`src/rtl/mult16_seq.sv`:
```
// Iterative shift-add unsigned multiplier: one multiplier bit per clock, fixed WIDTH+2 cycle turnaround.
// Optional macro MULT16_HI_RESULT_EN adds the registered upper product half on port ResultHi.
module mult16_seq #(
  parameter int WIDTH = 16
) (
  input  logic             CLK,
  input  logic             Reset,
  input  logic             Start,
  input  logic [WIDTH-1:0] A,
  input  logic [WIDTH-1:0] B,
  output logic             Busy,
  output logic             Done,
  output logic [WIDTH-1:0] Result,
  output logic             Ovf
`ifdef MULT16_HI_RESULT_EN
  ,output logic [WIDTH-1:0] ResultHi
`endif
);

  localparam int CW = (WIDTH > 1) ? $clog2(WIDTH) : 1;

  typedef enum logic [1:0] {
    IDLE = 2'd0,
    RUN  = 2'd1,
    DONE = 2'd2
  } state_t;

  state_t               state, state_nxt;
  logic [2*WIDTH-1:0]   mcand, acc, acc_nxt;
  logic [WIDTH-1:0]     mplr;
  logic [CW-1:0]        cnt;
  logic                 load, step, fin;

  always_ff @(posedge CLK or posedge Reset) begin
    if (Reset) state <= IDLE;
    else       state <= state_nxt;
  end

  always_comb begin
    state_nxt = state;
    load      = 1'b0;
    step      = 1'b0;
    fin       = 1'b0;
    Busy      = 1'b0;
    Done      = 1'b0;
    case (state)
      IDLE: begin
        if (Start) begin
          load      = 1'b1;
          state_nxt = RUN;
        end
      end
      RUN: begin
        Busy = 1'b1;
        step = 1'b1;
        if (cnt == '0) begin
          fin       = 1'b1;
          state_nxt = DONE;
        end
      end
      DONE: begin
        Busy      = 1'b1;
        Done      = 1'b1;
        state_nxt = IDLE;
      end
      default: state_nxt = IDLE;
    endcase
  end

  // Final step's addition is folded into the captured result on the same edge.
  assign acc_nxt = acc + (mplr[0] ? mcand : '0);

  always_ff @(posedge CLK or posedge Reset) begin
    if (Reset) begin
      mcand  <= '0;
      mplr   <= '0;
      acc    <= '0;
      cnt    <= '0;
      Result <= '0;
      Ovf    <= 1'b0;
`ifdef MULT16_HI_RESULT_EN
      ResultHi <= '0;
`endif
    end else begin
      if (load) begin
        mcand <= {{WIDTH{1'b0}}, A};
        mplr  <= B;
        acc   <= '0;
        cnt   <= CW'(WIDTH - 1);
      end else if (step) begin
        acc   <= acc_nxt;
        mcand <= mcand << 1;
        mplr  <= mplr >> 1;
        if (cnt != '0) cnt <= cnt - 1'b1;
      end
      if (fin) begin
        Result <= acc_nxt[WIDTH-1:0];
        Ovf    <= |acc_nxt[2*WIDTH-1:WIDTH];
`ifdef MULT16_HI_RESULT_EN
        ResultHi <= acc_nxt[2*WIDTH-1:WIDTH];
`endif
      end
    end
  end

endmodule

```
`config.mk`:
```
export PLATFORM = sky130hd
export DESIGN_NAME = mult16_seq
export DESIGN_NICKNAME = d
export VERILOG_FILES = /design/src/rtl/mult16_seq.sv
export SDC_FILE = /design/constraint.sdc
export NUM_CORES = 1
export LEC_CHECK = 0
export ABC_AREA = 0
export CORE_MARGIN = 8
export CORE_UTILIZATION = 30
export DETAILED_ROUTE_END_ITERATION = 12
export DONT_BUFFER_PORTS = 1
export SLEW_MARGIN = 20
export SYNTH_ARGS = -nofsm -noshare
export SYNTH_HDL_FRONTEND = slang
export SYNTH_SLANG_ARGS = --single-unit
```
`constraint.sdc`:
```
create_clock -name CLK -period 4.5 [get_ports CLK]
set_clock_uncertainty 0.1 [all_clocks]
set_input_delay 0.225 -clock CLK [delete_from_list [all_inputs] [get_ports CLK]]
set_output_delay 0.225 -clock CLK [all_outputs]
set_load 0.1 [all_outputs]
```
==> results.sh, run 1 <==
export IMPL_outcome="completed"
export IMPL_power_density_nw_per_um2=527.3
export IMPL_design_area_um2=7216
export IMPL_h_tree_depth=3
export IMPL_grt_pass1_wl_um=24360
export IMPL_critPathBufInv=0
export IMPL_grt_pass1_vias=4773
export IMPL_ys_ff_latch=103
export IMPL_power_total_mw=3.805
export IMPL_slew_violations=0
export IMPL_synth_nets=737
export IMPL_viasPerCell=4.864
export IMPL_clkTransAtPathRegs_ns=0.07
export IMPL_max_freq_mhz=268.1
export IMPL_hold_start="Start"
export IMPL_r2r_end="Ovf"
export IMPL_gp_congestion=0.8826
export IMPL_antenna_cells=0
export IMPL_core_area_um2=20890
export IMPL_seq_area_um2=2577
export IMPL_io_pins=54
export IMPL_reg2reg_from="mplr[0]"
export IMPL_synth_area_um2=6346
export IMPL_fin_tns_setup_ns=0
export IMPL_path_max_fanout=19
export IMPL_row_count=53
export IMPL_clock_root_buffer="clkbuf_16"
export IMPL_placed_area_um2=6573
export IMPL_yosysWarnings=0
export IMPL_die_area_um2=26060
export IMPL_cts_buffers=9
export IMPL_syn_inst=665
export IMPL_synth_edf_count=0
export IMPL_timing_worst_setup_path_type="reg2reg"
export IMPL_fin_ws_ns=0.7697
export IMPL_avgSynthCellArea_um2=9.543
export IMPL_slowest_delay_ns=0.56
export IMPL_final_nets=750
export IMPL_clock_path_buffers=2
export IMPL_grt_overflow=0
export IMPL_cp_required_ns=4.64
export IMPL_timing_final_crit_share_pct=82.90
export IMPL_grt_usage_pct=11.25
export IMPL_cp_end_kind="flip-flop"
export IMPL_place_hpwl_um=9956
export IMPL_clkLatencyLatePin_ns=0.35
export IMPL_syn_to_final_growth_pct=13.70
export IMPL_hold_path_end="cnt[0]"
export IMPL_die_h_um=161.4
export IMPL_crit_path_frequent_cell="a211oi_2"
export IMPL_cts_hold_buf=34
export IMPL_p_leak_nw=3.461
export IMPL_grt_max_degree=111
export IMPL_cts_tree="built"
export IMPL_hold_viol=0
export IMPL_drive_gt1_share_pct=7.028
export IMPL_holdCritPathClass="in2reg"
export IMPL_ir_worst_vdd_mv=0.4239
export IMPL_multi_input_area_um2=3592
export IMPL_vias=4660
export IMPL_port_buffers=0
export IMPL_period_needed_ns=3.730
export IMPL_place_ws_ns=0.7620
export IMPL_start_util_pct=30.38
export IMPL_cap_violations=0
export IMPL_min_path_cells=2
export IMPL_final_antenna_net_count=0
export IMPL_cp_arrival_ns=3.87
export IMPL_regToRegSetupSlack_ns=0.77
export IMPL_drc=0
export IMPL_rsz0062_at_grt="no"
export IMPL_tightestPinTransition_ns=1.108
export IMPL_slowest_stage="dfrtp_1"
export IMPL_worstPathCellList="and2_1 -> ha_1 -> fa_1 -> a211oi_2 -> o21ai_2 -> a211oi_2 -> o31ai_1 -> a21boi_0 -> xnor2_1 -> nor4_2 -> nand4b_1 -> o32a_1"
export IMPL_postCtsSetupBuffers=0
export IMPL_synth_distinct_cells=64
export IMPL_max_slew_margin_pct=26.13
export IMPL_synth_flop_cell="dfrtp_1"
export IMPL_synthArstFlopShare_pct=100.0
export IMPL_fillers=2095
export IMPL_drt_wl_total_um=14310
export IMPL_start_kind="flip-flop"
export IMPL_setup_viol=0
export IMPL_die_x_um=161.4
export IMPL_post_cts_resized=0
export IMPL_antenna_found_initial=0
export IMPL_cts_num_sinks=103
export IMPL_yosysSeqAreaShare_pct=40.62
export IMPL_drt_first_pass_iters=4
export IMPL_hold_slack_ns=0.04484
export IMPL_worstRegToRegCells=12
export IMPL_drtIter0Drc=223
export IMPL_post_drt_wl_per_cell_um=14.94
export IMPL_worst_path_dominant_cell_family="compound AO/OA/AOI/OAI gates"
-- cell usage after synthesis, drive strengths merged, types with 2 or more instances --
cell type,number,area [µm²]
dfrtp,103,2577
nand2,85,319.1
mux2i,76,760.7
nor2,57,214.0
o21ai,46,234.0
a21oi,37,188.9
and2,37,232.7
ha,36,450.4
clkbuf,27,105.1
xnor2,21,183.9
mux2,10,112.6
a21o,9,67.56
buf,9,52.55
inv,9,33.78
a211oi,8,75.08
nand4,8,50.05
nor3,8,40.04
xor2,8,70.07
and3,6,37.54
nand3,6,30.03
a31oi,5,31.28
a21boi,4,41.29
nor2b,4,25.02
o21a,4,30.03
or3,4,31.28
nand2b,3,18.77
nand4b,3,26.28
o211ai,3,27.52
o21bai,3,22.52
o31ai,3,36.28
a221oi,2,23.77
a41oi,2,17.52
nand3b,2,15.01
nor3b,2,20.02
nor4,2,18.77
o22ai,2,12.51
-- worst max-delay path by stage --
| stage | startpoint | end | slack [ns] | depth (start not counted) |
|---|---|---|---|---|
| 2_1_floorplan | mplr[0] | Ovf | 1.22 | 10 |
| 3_3_place_gp | mplr[0] | Ovf | 0.81 | 10 |
| 3_5_place_dp | mplr[0] | Ovf | 0.76 | 12 |
| 4_1_cts | mplr[0] | Ovf | 0.74 | 12 |
| 5_1_grt | mplr[0] | Ovf | 0.44 | 12 |
| 6_report | mplr[0] | Ovf | 0.77 | 12 |
-- final cells by class --
type	count	area share (%)
inverters	9	0.5029
clock inverters	5	0.5549
flip-flops and latches	103	35.72
well taps	275	4.769
clock buffers	11	3.364
multi-input cells	517	49.78
repair buffers	38	5.306
-- stage by stage --
| step | instances | utilization [%] |
|---|---|---|
| floorplan | 665 | - |
| CTS | 957 | 34.45 |
| global placement | 907 | 31.46 |
| detailed placement | 907 | 31.46 |
| finish | 958 | 34.54 |
| global route | 958 | 34.54 |
-- power by group --
part / internal [mW] / switching (mW)
combinational: 0.701 / 0.967
sequential: 1.18 / 0.204
clock: 0.397 / 0.356
total: 2.28 / 1.53
-- cell families after synthesis --
logic type      after synthesis  synth area share (%)
flops                       103                 40.62
simple gates                229                 17.29
buf+inv                      45                 3.017
fa+ha+maj                    37                 7.413
compound gates              136                 13.90
xor+xnor                     29                 4.002
mux                          86                 13.76
-- sequential cells by signal (all words and copies together) (netlist names) --
signal and flops:
Result 16, Ovf 1, acc 32, state 2, cnt 4, mcand 32, mplr 16
-- metal layers --
metal  vias to the layer above  GRT usage (%)  part of all wire [%]  wire length (µm)
met3                        15          3.105                   5.2               747
met5                         -              0                     0                 0
li1                       2362              -                     -                 -
met2                        89          17.11                    44              6317
met4                         0          3.872                   1.4               206
met1                      2194          15.08                    49              7037
-- cells in the final DEF, fill, tap and decap left out, types with 4 or more instances in the layout --
cell and instances:
xnor2_1 21, clkbuf_16 9, nor2b_1 4, nand4_1 8, o21a_1 4, nor2_1 57, and3_1 6, a211oi_1 5
and2_1 34, o21ai_0 44, xor2_1 8, a21o_1 9, a31oi_1 5, nand2_1 85, mux2i_1 76, nand3_1 6
dfrtp_1 103, a21oi_1 36, nor3_1 8, ha_1 35, inv_1 8, mux2_2 10, dlygate4sd3_1 34
Power figures use the tool's default switching activity.
==> run 2, diff against run 1 <==
==> constraint.sdc (replaced) <==
create_clock -name CLK -period 3.9 [get_ports CLK]
set_clock_uncertainty 0.1 [all_clocks]
set_input_delay 0.195 -clock CLK [delete_from_list [all_inputs] [get_ports CLK]]
set_output_delay 0.195 -clock CLK [all_outputs]
set_load 0.1 [all_outputs]
==> run 2 against run 1 <==
Register-to-register slack got worse by 0.39 ns. First-iteration DRC count is 22% higher. Fmax is 6.1% higher. Sequential power up 14%. Non-clock buffer count increased by 5. Cell area grew 0.95%. Largest cell class unchanged.
==> results.sh, run 2 (synthesis results as in run 1) <==
export IMPL_outcome="completed"
export IMPL_die_x_um=161.4
export IMPL_path_max_fanout=9
export IMPL_clkTransAtPathRegs_ns=0.07
export IMPL_max_slew_margin_pct=34.46
export IMPL_wl_met3_um=568
export IMPL_cts_hold_buf=34
export IMPL_top_layer="met4"
export IMPL_cts_tree="built"
export IMPL_cts_buffers=9
export IMPL_grt_usage_pct=11.42
export IMPL_period_needed_ns=3.517
export IMPL_top_regs="acc (32), mcand (32)"
export IMPL_cp_end_kind="flip-flop"
export IMPL_h_tree_depth=3
export IMPL_syn_to_final_growth_pct=14.79
export IMPL_slowest_stage="fa_1"
export IMPL_gp_congestion=0.8610
export IMPL_tightestPinTransition_ns=0.9856
export IMPL_final_antenna_net_count=0
export IMPL_postCtsSetupBuffers=0
export IMPL_io_pins=54
export IMPL_drtIter0Drc=271
export IMPL_multi_input_area_um2=3592
export IMPL_grt_max_degree=111
export IMPL_timing_worst_setup_path_type="reg2reg"
export IMPL_rsz0062_at_grt="no"
export IMPL_cap_violations=0
export IMPL_pwr_share_seq_pct=35.2
export IMPL_design_area_um2=7284
export IMPL_clock_root_buffer="clkbuf_16"
export IMPL_dr_wl_met2_um=6725
export IMPL_antenna_cells=0
export IMPL_slowest_delay_ns=0.44
export IMPL_clock_path_buffers=2
export IMPL_die_h_um=161.4
export IMPL_port_buffers=0
export IMPL_row_count=53
export IMPL_p_int_mw=2.646
export IMPL_power_frac_comb_pct=44.2
export IMPL_vias=4734
export IMPL_p_leak_nw=3.499
export IMPL_setup_viol=0
export IMPL_start_kind="flip-flop"
export IMPL_cts_num_sinks=103
export IMPL_clkPwrFrac_pct=20.6
export IMPL_place_hpwl_um=10370
export IMPL_post_drt_wl_per_cell_um=15.17
export IMPL_holdCritPathClass="in2reg"
export IMPL_viasPerCell=4.916
export IMPL_drt_wl_total_um=14610
export IMPL_power_density_nw_per_um2=616.1
export IMPL_ir_worst_vdd_mv=0.4304
export IMPL_slew_violations=0
export IMPL_fillers=2109
export IMPL_worstPathCellList="and2_1 -> ha_1 -> fa_1 -> a211oi_2 -> o21ai_2 -> a211oi_2 -> o31ai_4 -> and3_1 -> a211oi_2 -> xnor2_1 -> nand4b_1 -> o32a_1"
export IMPL_clkLatencyLatePin_ns=0.36
export IMPL_crit_path_frequent_cell="a211oi_2"
export IMPL_max_freq_mhz=284.3
export IMPL_fin_tns_setup_ns=0
export IMPL_start_util_pct=30.38
export IMPL_cp_arrival_ns=3.66
export IMPL_core_area_um2=20890
export IMPL_grt_pass1_wl_um=24460
export IMPL_placed_area_um2=6610
export IMPL_grt_overflow=0
export IMPL_drive_gt1_share_pct=7.849
export IMPL_layout_commonest_cell="dfrtp_1"
export IMPL_timing_final_crit_share_pct=90.19
export IMPL_grt_pass1_vias=4790
export IMPL_m1WireLength_um=7076
export IMPL_post_cts_resized=0
export IMPL_hold_viol=0
export IMPL_drc=0
export IMPL_die_area_um2=26060
export IMPL_switchingPower_mw=1.842
export IMPL_drt_first_pass_iters=4
export IMPL_cp_required_ns=4.04
export IMPL_final_cell_mix="103 x dfrtp_1, 85 x nand2_1, 76 x mux2i_1, 57 x nor2_1, 44 x o21ai_0"
export IMPL_antenna_found_initial=0
export IMPL_swShare_pct=41.05
export IMPL_final_nets=755
export IMPL_seq_area_um2=2577
-- run 2: cell count changes in the layout (fill, tap and decap cells not counted) --
cell / delta
buf_12: -1
buf_16: +1
buf_4: +5
clkbuf_1: -1
clkbuf_8: -1
clkinv_2: -1
clkinv_4: -1
clkinv_8: +2
inv_8: +2
-- run 2: path summary, 6_finish.rpt --
| check | depth (start not counted) | endpoint | startpoint | slack, ns |
|---|---|---|---|---|
| max | 12 | Ovf | mplr[0] | 0.38 |
| min | 2 | acc[3] | Start | 0.14 |
| max reg2reg | 12 | Ovf | mplr[0] | 0.38 |
| min reg2reg | 2 | acc[5] | acc[5] | 0.43 |
| max in group asynchronous | 3 | acc[31] | Reset | 2.63 |
| min in group asynchronous | 2 | Result[1] | Reset | 0.21 |
-- run 2: metal layers --
metal / track usage, % / vias to the layer above
met5: 0 / -
met4: 4.082 / 0
met3: 2.494 / 15
met2: 18.07 / 84
met1: 15.07 / 2255
li1: - / 2380
-- run 2: final cells by class --
class,count,area share [%]
multi-input cells,517,49.31
flip-flops and latches,103,35.38
repair buffers,43,5.874
well taps,275,4.723
clock buffers,9,3.092
clock inverters,7,1.116
inverters,9,0.4981
-- run 2: metrics by stage --
step                instances  hold slack, ns  util (%)  total power, mW  setup WS (ns)
floorplan                 665          0.2004         -            3.110         0.6168
global placement          912      -0.0006364     31.64            3.513         0.4495
detailed placement        912       -0.001965     31.64            3.545         0.3916
CTS                       962          0.2184     34.74            4.514         0.3751
global route              963          0.1597     34.87            4.822         0.1105
finish                    963          0.1401     34.87            4.488         0.3825
-- run 2: critical path, delay by kind of cell (launching register included) --
family	cells	cell delay (ns)
DFF	1	0.40
xor gates and xnor gates	1	0.11
and+or+nand+nor	3	0.59
AOI/OAI and AO/OA	6	1.54
adders and majority gates	2	0.66
-- run 2: power by group through the flow --
stage	Sequential [mW]	Combinational [mW]	Clock (mW)
floorplan	1.53	1.58	0
global placement	1.60	1.91	0
detailed placement	1.60	1.94	0
CTS	1.59	1.97	0.954
global route	1.62	2.21	0.989
finish	1.58	1.98	0.926
==> run 3, diff against run 2 <==
--- a/config.mk
+++ b/config.mk
@@ -7,9 +7,10 @@
 export LEC_CHECK = 0
 export ABC_AREA = 0
 export CORE_MARGIN = 8
-export CORE_UTILIZATION = 30
+export CORE_UTILIZATION = 35
 export DETAILED_ROUTE_END_ITERATION = 12
 export DONT_BUFFER_PORTS = 1
+export REMOVE_ABC_BUFFERS = 1
 export SLEW_MARGIN = 20
 export SYNTH_ARGS = -nofsm -noshare
 export SYNTH_HDL_FRONTEND = slang
==> run 3 against run 2 <==
Fmax down 1.0%. Combinational power down 2%. Register-to-register slack worse by 0.04 ns.
==> results.sh, run 3 (synthesis results as in run 1) <==
export IMPL_drive_gt1_share_pct=7.849
export IMPL_timing_worst_setup_path_type="reg2reg"
export IMPL_drc=0
export IMPL_grt_pass1_vias=5070
export IMPL_cts_buffers=9
export IMPL_cp_end_kind="flip-flop"
export IMPL_final_antenna_net_count=0
export IMPL_swShare_pct=40.35
export IMPL_viasPerCell=5.258
export IMPL_final_cell_mix="103 x dfrtp_1, 85 x nand2_1, 76 x mux2i_1, 57 x nor2_1, 44 x o21ai_0"
export IMPL_power_total_mw=4.392
export IMPL_io_pins=54
export IMPL_grt_pass1_wl_um=24920
export IMPL_tightestPinTransition_ns=0.9994
export IMPL_drtIter0Drc=285
export IMPL_holdCritPathClass="in2reg"
export IMPL_clkPwrFrac_pct=19.8
export IMPL_pwr_share_seq_pct=35.9
export IMPL_outcome="completed"
export IMPL_power_frac_comb_pct=44.2
export IMPL_h_tree_depth=3
export IMPL_max_slew_margin_pct=33.54
export IMPL_die_x_um=150.7
export IMPL_rsz0062_at_grt="no"
export IMPL_final_nets=755
export IMPL_regToRegSetupSlack_ns=0.35
export IMPL_switchingPower_mw=1.772
export IMPL_timing_final_crit_share_pct=91.14
export IMPL_clkLatencyLatePin_ns=0.35
export IMPL_clock_path_buffers=2
export IMPL_core_area_um2=17900
export IMPL_port_buffers=0
export IMPL_p_leak_nw=3.480
export IMPL_crit_cells=12
export IMPL_post_cts_resized=0
export IMPL_slowest_stage="o31ai_1"
export IMPL_path_max_fanout=28
export IMPL_power_density_nw_per_um2=611.2
export IMPL_multi_input_area_um2=3592
export IMPL_grt_max_degree=85
export IMPL_fin_tns_setup_ns=0
export IMPL_row_count=49
export IMPL_drt_wl_total_um=14820
export IMPL_critPathBufInv=1
export IMPL_ir_worst_vdd_mv=0.5852
export IMPL_max_freq_mhz=281.3
export IMPL_cts_num_sinks=103
export IMPL_setup_viol=0
export IMPL_antenna_found_initial=0
export IMPL_post_drt_wl_per_cell_um=16.16
export IMPL_vias=4822
export IMPL_placed_area_um2=6560
export IMPL_gp_congestion=0.8854
export IMPL_fillers=1781
export IMPL_top_regs="acc (32), mcand (32)"
export IMPL_slew_violations=0
export IMPL_antenna_cells=0
export IMPL_cap_violations=0
export IMPL_setup_worst_path_start="mplr[0]"
export IMPL_grt_overflow=0
export IMPL_crit_end="Ovf"
export IMPL_syn_to_final_growth_pct=13.23
export IMPL_worstRegToRegCells=12
export IMPL_p_int_mw=2.620
export IMPL_start_util_pct=35.45
export IMPL_r2r_end="Ovf"
export IMPL_cp_arrival_ns=3.69
export IMPL_clock_root_buffer="clkbuf_16"
export IMPL_design_area_um2=7186
export IMPL_drt_first_pass_iters=4
export IMPL_cp_required_ns=4.04
export IMPL_reg2reg_from="mplr[0]"
export IMPL_grt_usage_pct=13.55
export IMPL_hold_viol=0
export IMPL_die_h_um=150.7
export IMPL_clkTransAtPathRegs_ns=0.07
export IMPL_start_kind="flip-flop"
export IMPL_place_hpwl_um=10460
export IMPL_die_area_um2=22700
export IMPL_seq_area_um2=2577
export IMPL_worst_path_dominant_cell_family="compound AO/OA/AOI/OAI gates"
export IMPL_layout_commonest_cell="dfrtp_1"
export IMPL_slowest_delay_ns=0.45
export IMPL_worstPathCellList="buf_4 -> and2_1 -> ha_1 -> nand2_1 -> nor3_1 -> a211oi_2 -> o31ai_1 -> a21boi_0 -> xnor2_1 -> nor4_2 -> nand4b_1 -> o32a_1"
export IMPL_cts_tree="built"
export IMPL_period_needed_ns=3.554
run 3: cell count changes in the layout (fill, tap and decap cells not counted):
cell,change
clkinvlp_4,+1
clkinv_8,-2
inv_4,-1
buf_16,-1
clkinv_4,+1
clkinv_2,+2
clkbuf_8,+1
buf_4,+1
inv_8,-2
run 3: power groups by stage:
stage	Combinational (mW)	Sequential [mW]	Clock [mW]
after floorplan	1.60	1.54	0
after global placement	1.87	1.59	0
after detailed placement	1.92	1.60	0
after CTS	1.95	1.58	0.891
after global routing	2.16	1.62	0.930
final	1.94	1.58	0.871
run 3: how the worst min path moves through the flow:
stage | cells after the start | endpoint | startpoint
floorplan | 2 | mcand[0] | A[0]
global placement | 2 | mcand[0] | A[0]
detailed placement | 2 | mcand[0] | A[0]
CTS | 2 | state[1] | Start
global route | 2 | state[1] | Start
finish | 2 | state[1] | Start
run 3: metrics by stage:
step | worst slack [ns] | utilization (%) | hold slack (ns) | cells
floorplan | -1.331 | - | 0.2004 | 629
global placement | 0.4159 | 36.64 | 0.2094 | 867
detailed placement | 0.3346 | 36.64 | 0.2118 | 867
CTS | 0.3222 | 40.07 | 0.01152 | 916
global route | 0.01051 | 40.14 | 0.04292 | 917
finish | 0.3455 | 40.14 | 0.008877 | 917
run 3: routing by layer:
metal / GRT usage [%] / part of all wire [%] / vias up
met3: 3.276 / 4.6 / 24
met1: 16.57 / 45 / 2319
met2: 22.83 / 48 / 100
met5: 0 / 0 / -
met4: 4.800 / 2.1 / 0
li1: - / - / 2379
run 3: repair_timing:
item / 4_1_cts / 5_1_grt
endpoints found under the hold margin: 116 / 1
buffers inserted: 0 / 0
hold buffers: 33 / 1
run 3: cell type report:
class / instances / area share (%)
timing repair buffer: 43 / 5.676
multi-input combinational: 517 / 49.99
sequential: 103 / 35.87
clock buffer: 10 / 3.326
tap: 229 / 3.987
inverter: 9 / 0.5398
clock inverter: 6 / 0.6094
